==> src/rtl/dco_pkg.sv <==
// Shared constants and the priority-mode half-period mapping
// for the multi-channel DCO.
package dco_pkg;

    localparam int MODE_PRIO   = 0;
    localparam int MODE_DIRECT = 1;
    localparam int HP_MIN      = 1;
    localparam int CODE_MAX_W  = 32;

    // Highest set bit i maps to i+3; an all-zero code keeps the default.
    function automatic int prio_hp(
        input logic [CODE_MAX_W-1:0] code,
        input int                    default_hp
    );
        int hp;
        hp = default_hp;
        for (int i = 0; i < CODE_MAX_W; i++) begin
            if (code[i]) hp = i + 3;
        end
        return hp;
    endfunction

endpackage

==> src/rtl/dco_array_if.sv <==
// Control and output bundle of the multi-channel DCO.
// master drives codes/enables, slave is the oscillator array.
interface dco_array_if #(
    parameter int CHANNELS = 2,
    parameter int CODE_W   = 8
);

    logic [CHANNELS-1:0]        en;
    logic [CHANNELS-1:0]        mode;
    logic [CHANNELS*CODE_W-1:0] code;
    logic [CHANNELS-1:0]        dco_out;
    logic [CHANNELS-1:0]        toggle_p;
    logic                       tick;

    modport master (
        output en,
        output mode,
        output code,
        input  dco_out,
        input  toggle_p,
        input  tick
    );

    modport slave (
        input  en,
        input  mode,
        input  code,
        output dco_out,
        output toggle_p,
        output tick
    );

endinterface

==> src/rtl/dco_channel.sv <==
// One oscillator channel: half-period counter that reloads its
// half-period only at a toggle, so pulses are never shortened.
module dco_channel
    import dco_pkg::*;
#(
    parameter int CODE_W     = 8,
    parameter int CNT_W      = 8,
    parameter int DEFAULT_HP = 50
) (
    input  logic              clk,
    input  logic              resetnn,
    input  logic              i_tick,
    input  logic              i_en,
    input  logic              i_mode,
    input  logic [CODE_W-1:0] i_code,
    output logic              o_dco,
    output logic              o_toggle
);

    if ((DEFAULT_HP >> CNT_W) != 0 || DEFAULT_HP < 0) begin : g_bad_default
        $error("DEFAULT_HP does not fit in CNT_W");
    end
    if (((CODE_W + 2) >> CNT_W) != 0) begin : g_bad_code_w
        $error("CODE_W+2 does not fit in CNT_W");
    end
    if (CODE_W > CODE_MAX_W || CODE_W < 1) begin : g_bad_code_max
        $error("CODE_W out of supported range");
    end

    logic [CNT_W-1:0] r_cnt;
    logic [CNT_W-1:0] r_hp;
    logic             r_dco;
    logic             r_toggle;

    logic [CNT_W-1:0] w_prio_hp;
    logic [CNT_W-1:0] w_code_hp;
    logic [CNT_W-1:0] w_direct_hp;
    logic [CNT_W-1:0] w_next_hp;
    logic             w_step;
    logic             w_wrap;

    assign w_prio_hp = CNT_W'(prio_hp(CODE_MAX_W'(i_code), DEFAULT_HP));
    assign w_code_hp = CNT_W'(i_code);

    // A zero direct code would give a one-tick half-period; clamp it.
    assign w_direct_hp = (w_code_hp == '0) ? CNT_W'(HP_MIN) : w_code_hp;

    always_comb begin
        w_next_hp = w_prio_hp;
        unique case (i_mode)
            MODE_PRIO[0]:   w_next_hp = w_prio_hp;
            MODE_DIRECT[0]: w_next_hp = w_direct_hp;
        endcase
    end

    assign w_step = i_tick & i_en;
    assign w_wrap = (r_cnt == r_hp);

    always_ff @(posedge clk or negedge resetnn) begin
        if (!resetnn) begin
            r_cnt    <= '0;
            r_hp     <= CNT_W'(DEFAULT_HP);
            r_dco    <= 1'b0;
            r_toggle <= 1'b0;
        end else begin
            r_toggle <= w_step & w_wrap;
            if (w_step) begin
                if (w_wrap) begin
                    r_dco <= ~r_dco;
                    r_cnt <= '0;
                    r_hp  <= w_next_hp;
                end else begin
                    r_cnt <= r_cnt + CNT_W'(1);
                end
            end
        end
    end

    assign o_dco    = r_dco;
    assign o_toggle = r_toggle;

endmodule

==> src/rtl/dco_array.sv <==
// Multi-channel DCO: shared prescaler tick drives CHANNELS
// independent square-wave channels.
module dco_array
    import dco_pkg::*;
#(
    parameter int CHANNELS   = 2,
    parameter int CODE_W     = 8,
    parameter int CNT_W      = 8,
    parameter int DIV        = 5,
    parameter int DEFAULT_HP = 50
) (
    input  logic        clk,
    input  logic        resetnn,
    dco_array_if.slave  bus
);

    if (CHANNELS < 1 || CHANNELS > 8) begin : g_bad_channels
        $error("CHANNELS must be 1..8");
    end
    if (DIV < 1) begin : g_bad_div
        $error("DIV must be at least 1");
    end

    localparam int PW = (DIV > 1) ? $clog2(DIV) : 1;

    logic [PW-1:0]       r_pres;
    logic [PW-1:0]       w_pres_nxt;
    logic                r_tick;
    logic [CHANNELS-1:0] w_dco;
    logic [CHANNELS-1:0] w_toggle;

    always_comb begin
        w_pres_nxt = r_pres + PW'(1);
        if (r_pres == PW'(DIV - 1)) w_pres_nxt = '0;
    end

    // tick is registered so it is high exactly while r_pres==DIV-1.
    always_ff @(posedge clk or negedge resetnn) begin
        if (!resetnn) begin
            r_pres <= '0;
            r_tick <= 1'b0;
        end else begin
            r_pres <= w_pres_nxt;
            r_tick <= (w_pres_nxt == PW'(DIV - 1));
        end
    end

    for (genvar n = 0; n < CHANNELS; n++) begin : g_ch
        dco_channel #(
            .CODE_W     (CODE_W),
            .CNT_W      (CNT_W),
            .DEFAULT_HP (DEFAULT_HP)
        ) u_ch (
            .clk      (clk),
            .resetnn  (resetnn),
            .i_tick   (r_tick),
            .i_en     (bus.en[n]),
            .i_mode   (bus.mode[n]),
            .i_code   (bus.code[n*CODE_W +: CODE_W]),
            .o_dco    (w_dco[n]),
            .o_toggle (w_toggle[n])
        );
    end

    assign bus.dco_out  = w_dco;
    assign bus.toggle_p = w_toggle;
    assign bus.tick     = r_tick;

endmodule
==> src/flat_wrapper.sv <==
// flat-port wrapper written by rule: the top's interface ports become plain ports
module dco_array_flat import dco_pkg::*;
#(
    parameter int CHANNELS   = 2,
    parameter int CODE_W     = 8,
    parameter int CNT_W      = 8,
    parameter int DIV        = 5,
    parameter int DEFAULT_HP = 50
)
  (clk, resetnn, bus_en, bus_mode, bus_code, bus_dco_out, bus_toggle_p, bus_tick);
  dco_array_if #(.CHANNELS(CHANNELS), .CODE_W(CODE_W)) bus_i ();
  input  logic clk;
  input  logic resetnn;
  input wire logic [$bits(bus_i.en)-1:0] bus_en;
  input wire logic [$bits(bus_i.mode)-1:0] bus_mode;
  input wire logic [$bits(bus_i.code)-1:0] bus_code;
  output wire logic [$bits(bus_i.dco_out)-1:0] bus_dco_out;
  output wire logic [$bits(bus_i.toggle_p)-1:0] bus_toggle_p;
  output wire logic [$bits(bus_i.tick)-1:0] bus_tick;
  assign bus_i.en = bus_en;
  assign bus_i.mode = bus_mode;
  assign bus_i.code = bus_code;
  assign bus_dco_out = bus_i.dco_out;
  assign bus_toggle_p = bus_i.toggle_p;
  assign bus_tick = bus_i.tick;
  dco_array #(.CHANNELS(CHANNELS), .CODE_W(CODE_W), .CNT_W(CNT_W), .DIV(DIV), .DEFAULT_HP(DEFAULT_HP)) u_core (.clk(clk), .resetnn(resetnn), .bus(bus_i));
endmodule
==> config.mk <==
export PLATFORM = sky130hd
export DESIGN_NAME = dco_array_flat
export DESIGN_NICKNAME = d
export VERILOG_FILES = /design/src/rtl/dco_pkg.sv /design/src/rtl/dco_array_if.sv /design/src/rtl/dco_channel.sv /design/src/rtl/dco_array.sv /design/src/flat_wrapper.sv
export SDC_FILE = /design/constraint.sdc
export NUM_CORES = 1
export LEC_CHECK = 0
export CAP_MARGIN = 15
export CORE_ASPECT_RATIO = 0.8
export CORE_UTILIZATION = 30
export DETAILED_ROUTE_END_ITERATION = 8
export PLACE_DENSITY_LB_ADDON = 0.3
export SLEW_MARGIN = 20
export SYNTH_ARGS = -nofsm -noshare
export SYNTH_HDL_FRONTEND = slang
export SYNTH_SLANG_ARGS = --single-unit
==> constraint.sdc <==
create_clock -name clk -period 2.26 [get_ports clk]
set_input_delay 0.565 -clock clk [delete_from_list [all_inputs] [get_ports clk]]
set_output_delay 0.565 -clock clk [all_outputs]
set_load 0.02 [all_outputs]
**Yosys cells after proc, flatten, opt, wreduce, memory -nomap -nowiden**

Index checks and enable logic that the tools add are counted.

- Flip-flop bits (word level): 40
- Input bits: 22
- Output and inout bits: 5
- Logic and storage cells: 52

- Add/sub/neg operators: 3
- Equality and inequality tests: 4
- Multiplexer cells: 23
- Bitwise logic cells: 8
- Reductions and logical operators: 4

Operators by type and width:

| operator | number |
|---|---|
| 8-bit 2-to-1 mux | 16 |
| 8-bit one-hot mux with 2 select lines | 2 |
| 6-bit 2-to-1 mux | 4 |
| 8-bit by 1-bit adder with 8-bit output (second input constant) | 2 |
| 8-bit == test | 2 |
| 8-bit logical NOT | 2 |
| 3-bit == test (second input constant) | 2 |
| 1-bit bitwise AND | 4 |
| 1-bit NOT | 4 |
| 2-bit AND reduction | 2 |
| 3-bit by 1-bit adder with 3-bit output (second input constant) | 1 |
| 3-bit 2-to-1 mux | 1 |

**Logic depth before layout (Yosys ltp)**

- Depth in word-level cells: 9
- Depth in mapped cells: 6
- Gate-level depth less buffers: 5

**Hierarchy**

A second synthesis with hierarchy kept.

- Cells, all modules: 237
- Area total of the unflattened synthesis: 2296.0 µm²

By module, submodules not included:

| module | times used | cells each | area an instance (µm²) | sequential area each (µm²) |
|---|---|---|---|---|
| dco_channel | 2 | 112 | 1063.5 | 454.2 |
| dco_array | 1 | 13 | 168.9 | 100.1 |

**Worst setup path before layout**

OpenSTA, ideal clock, no wires.

- Kind: register to register
- Start: reg u_core.g_ch[0].u_ch.r_hp[1]
- End: reg u_core.g_ch[0].u_ch.r_hp[3]
- Library setup time: 0.125 ns
- Data arrival time: 1.547 ns
- Required time: 2.135 ns
- Setup slack: 0.588 ns
- Cell stages (with the launch flop): 6
- Buffers on the path: 1
- Period minus slack after synthesis: 1.672 ns
- Cells stage by stage: dfstp_2 -> xnor2_1 -> nand4_1 -> nor3_4 -> buf_6 -> mux2_4

- Longest elaborated chain between the ends: 2

RTL lines:

| item | line | source |
|---|---|---|
| start, declared | dco_channel.sv:31 | `logic [CNT_W-1:0] r_hp;` |
| start signal, assigned | dco_channel.sv:62 | `r_hp <= CNT_W'(DEFAULT_HP);` |
| start signal, assigned | dco_channel.sv:71 | `r_hp <= w_next_hp;` |
| 8-bit == test | dco_channel.sv:57 | `assign w_wrap = (r_cnt == r_hp);` |
| 2-bit AND reduction (no line) | -- |  |

Every way passes these cells.
A chain may end at the register's enable or synchronous reset.

**Final worst setup path**

- Start: in bus_code[15]
- End: reg u_core.g_ch[1].u_ch.r_hp[5]

- Longest elaborated chain between the ends: 3
- Elaborated cells between the ends (all ways): 4
- Classes of those cells: mux: 3; reduce/logical: 1

RTL lines:

| item | line | source |
|---|---|---|
| start, declared | flat_wrapper.sv:16 | `input wire logic [$bits(bus_i.code)-1:0] bus_code;` |
| 8-bit logical NOT | dco_channel.sv:46 | `assign w_direct_hp = (w_code_hp == '0) ? CNT_W'(HP_MIN) : w_code_hp;` |
| 8-bit 2-to-1 mux | dco_channel.sv:46 |  |
| 8-bit one-hot mux with 2 select lines * | dco_channel.sv:50 | `unique case (i_mode)` |
| end signal, assigned | dco_channel.sv:62 |  |
| end signal, assigned | dco_channel.sv:71 |  |
| end, declared | dco_channel.sv:31 |  |

Mark *: on every way between the ends. The rest lies on a longest branch, timed or not.

==> metrics.md <==
| Metric | Value |
|---|---|
| Outcome | `finished, final reports clean` |
| Type of the most critical hold path | `in2async` |
| Post-synthesis net count | `260` |
| Setup Skew | `0.0116 ns` |
| Power Dens Cells | `573 nW/um2` |
| Vias | `1,700` |
| Largest family of logic cells by synthesized area | `simple AND/OR/NAND/NOR gates` |
| Sequential power share | `50.9%` |
| Period utilisation layout | `84.4%` |
| Post-CTS Resized | `0` |
| Max-Cap Viols | `0` |
| CTS Root Cell | `clkbuf_8` |
| Initial Utilization | `31.0%` |
| Clock power share | `31.0%` |
| Gp weighted congestion | `0.729` |
| # DRC | `0` |
| Fraction of registers with async set or reset after synthesis | `100%` |
| Nets | `294` |
| Part of the Yosys area used for sequential elements | `44.0%` |
| Port bufs | `26` |
| Worst Setup End Kind | `register` |
| Routed Antenna Nets | `0` |
| Least-Margin Pin Slew | `0.481 ns` |
| Slew Limit Fails | `0` |
| Synth unique cells | `37` |
| Post-CTS Setup Inserts | `0` |
| Pleak | `1.21 nW` |
| Post-synthesis register bit count | `40` |
| Simple-gate share of the synthesized area | `19.4%` |
| XOR/XNOR share of the synthesized area | `9.60%` |
| Crit start category | `input pin` |
| Switching share of power | `27.9%` |
| Count leader, synth | `dfrtp_1` |
| Final HPWL DP | `3500 um` |
| Post-Synthesis Cell Area | `2290 um2` |
| H-tree depth | `2` |
| GRT Overall Usage | `12.8%` |
| Normalized max-slew margin | `67.9%` |
| Logic pwr share | `18.1%` |
| CP Class | `in2reg` |
| CTS hold repair buffers | `0` |
| Psw | `447 uW` |
| RSZ-0062 raised after global routing | `false` |
| Proportion of synthesized area in mux cells | `7.53%` |
| Leading area contributor after synthesis | `dfrtp_1` |
| Worst path required time | `2.48 ns` |
| Pin count of the biggest net entering global routing | `22` |
| Die Y | `80.2 um` |
| Vias in the first global route | `1,670` |
| Layout cell share with drive strength beyond 1 | `14.5%` |
| DRT Pass-1 Iters | `4` |
| Compound-Gate Fraction of Synth Area | `11.6%` |
| Critical path arrival | `2.12 ns` |
| Vias per inst | `4.55` |
| FF-to-FF path depth | `5` |
| First-pass GRT wire length | `8020 um` |
| First-iteration detailed-routing DRC count | `128` |
| Crit-path max FO | `5` |
| Syn avg cell area | `9.80 um2` |
| F_max | `524 MHz` |
| Die Area | `8000 um2` |
| Initial antenna violation count | `0` |
| Main synth FF type | `dfrtp_1` |
| Ports | `27` |
| Placement Setup Slack | `0.0564 ns` |
| Maximum clock path buffer count | `2` |
| CTS tree | `done` |
| Routed WL per cell | `12.3 um` |
| Peak supply drop | `0.000310 V` |
| Final setup vio count | `0` |
| Synth Area in Adders | `2.18%` |
| Post-Synthesis Cells | `234` |
| DRT Wirelength | `4590 um` |
| Ys Warns | `0` |
| Tmin final | `1.91 ns` |
| Die width | `99.8 um` |
| Yosys top cell area share | `37.1%` |
| CTS buffer count | `5` |
| Core Box Area | `7390 um2` |
| Register clock-pin slew on the reported worst setup and hold paths | `0.08 ns` |
| Clock Sink Count | `40` |
| Clock latency on the worst-skew pair | `0.29 ns` |
| Number of diodes | `0` |
| Worst path slowest cell | `or4_1` |
| Total grt overflow | `0` |
| Critical path's largest stage delay | `0.55 ns` |
| P&R area growth vs syn | `21.8%` |
| Final hold vios | `0` |
| Rows | `28` |
| Internal power | `1.16 mW` |
| EDFF count, synth | `0` |
| Fin worst setup slack | `0.352 ns` |
| Setup TNS | `0 ns` |
| Most common library cells after synthesis | `34 x dfrtp_1, 28 x nand2_1, 17 x xnor2_1, 16 x nor2_1, 14 x inv_1` |
| Synth top area cells | `dfrtp_1 37%, dfstp_2 6.9%, xnor2_1 6.5%, nand2_1 4.6%, mux2i_1 3.9%` |
| CP Cell Sequence | `clkdlybuf4s50_1 > or4_1 > nor3b_1 > a21oi_1 > mux2i_1` |
## through the flow
stage / std cells / area (um2) / total power, mW / util (%) / hold WS (ns)
after detailed placement: 366 / 2700 / 1.12 / 36.6 / 0.458
final: 374 / 2790 / 1.60 / 37.8 / 0.220
after CTS: 374 / 2790 / 1.62 / 37.8 / 0.245
after global routing: 374 / 2790 / 1.70 / 37.8 / 0.257
after global placement: 366 / 2700 / 1.12 / 36.6 / 0.443
after floorplan: 234 / 2290 / 0.998 / - / 0.269
## final timing paths
kind,to,start,slack [ns]
worst max-delay path,u_core.g_ch[1].u_ch.r_hp[5],bus_code[15],0.35
worst min-delay path,u_core.g_ch[0].u_ch.r_hp[7],resetnn,0.22
worst max register to register,u_core.g_ch[0].u_ch.r_hp[7],u_core.g_ch[0].u_ch.r_cnt[6],0.39
worst min register to register,u_core.r_pres[0],u_core.r_pres[2],0.46
max in group asynchronous,u_core.g_ch[1].u_ch.r_hp[1],resetnn,1.48
min in group clk,u_core.r_pres[0],u_core.r_pres[2],0.46
## power by group through the flow
stage | Clock [mW] | Combinational (mW) | Sequential, mW
final | 0.497 | 0.290 | 0.815
after global routing | 0.546 | 0.333 | 0.823
after CTS | 0.510 | 0.293 | 0.815
after detailed placement | 0 | 0.292 | 0.829
after global placement | 0 | 0.291 | 0.828
after floorplan | 0 | 0.184 | 0.814
## area by class of cell
cell class,instances,area (um2)
tap,105,131
fill,742,4600
clock buffer,8,90.1
sequential,40,1010
timing repair buffer,38,358
inverter,14,52.6
multi-input combinational,169,1150
## worst max-delay path, delay by kind of cell
kind | cells | cell delay, ns
mux | 1 | 0.15
buf+inv | 1 | 0.48
simple gates | 2 | 0.84
compound gates | 1 | 0.09
## metal layers
metal	track usage (%)	up-vias	share of wire, %	wire, um
met5	0	-	0	0
li1	-	877	-	-
met3	3.22	5	4.3	198
met2	18.3	31	40	1830
met4	2.65	0	0.63	29
met1	19.3	787	55	2530
## cells in the final DEF (no fill, tap or decap), types with 3 or more instances in the layout
| master | instances |
|---|---|
| xor2_1 | 5 |
| clkdlybuf4s50_1 | 25 |
| nor2_1 | 16 |
| mux2_2 | 6 |
| o21ai_0 | 13 |
| nor4_1 | 3 |
| dfstp_2 | 6 |
| nand3_1 | 4 |
| xnor2_1 | 17 |
| nand2_1 | 28 |
| nor3_1 | 7 |
| inv_1 | 14 |
| mux2i_1 | 9 |
| buf_4 | 11 |
| nor3b_1 | 5 |
| a21oi_1 | 9 |
| nor2b_1 | 6 |
| dfrtp_1 | 34 |
| nand4_1 | 5 |
| clkbuf_8 | 6 |
| o211ai_1 | 6 |
| ha_1 | 4 |
## cells by family after synthesis
| logic type | count (synthesis) |
|---|---|
| AND/OR/NAND/NOR | 84 |
| AO/OA/AOI/OAI | 42 |
| flip-flops | 40 |
| buffers and inverters | 25 |
| XOR/XNOR | 23 |
| multiplexers | 16 |
| adder cells (fa/ha/maj) | 4 |
## registers in the layout (all words and copies together), names as in the netlist
signal / flops
u_core.bus.tick: 1
u_core.g_ch.u_ch.o_dco: 2
u_core.g_ch.u_ch.o_toggle: 2
u_core.g_ch.u_ch.r_cnt: 16
u_core.g_ch.u_ch.r_hp: 16
u_core.r_pres: 3
No activity file was read; power rests on OpenSTA's default activity.
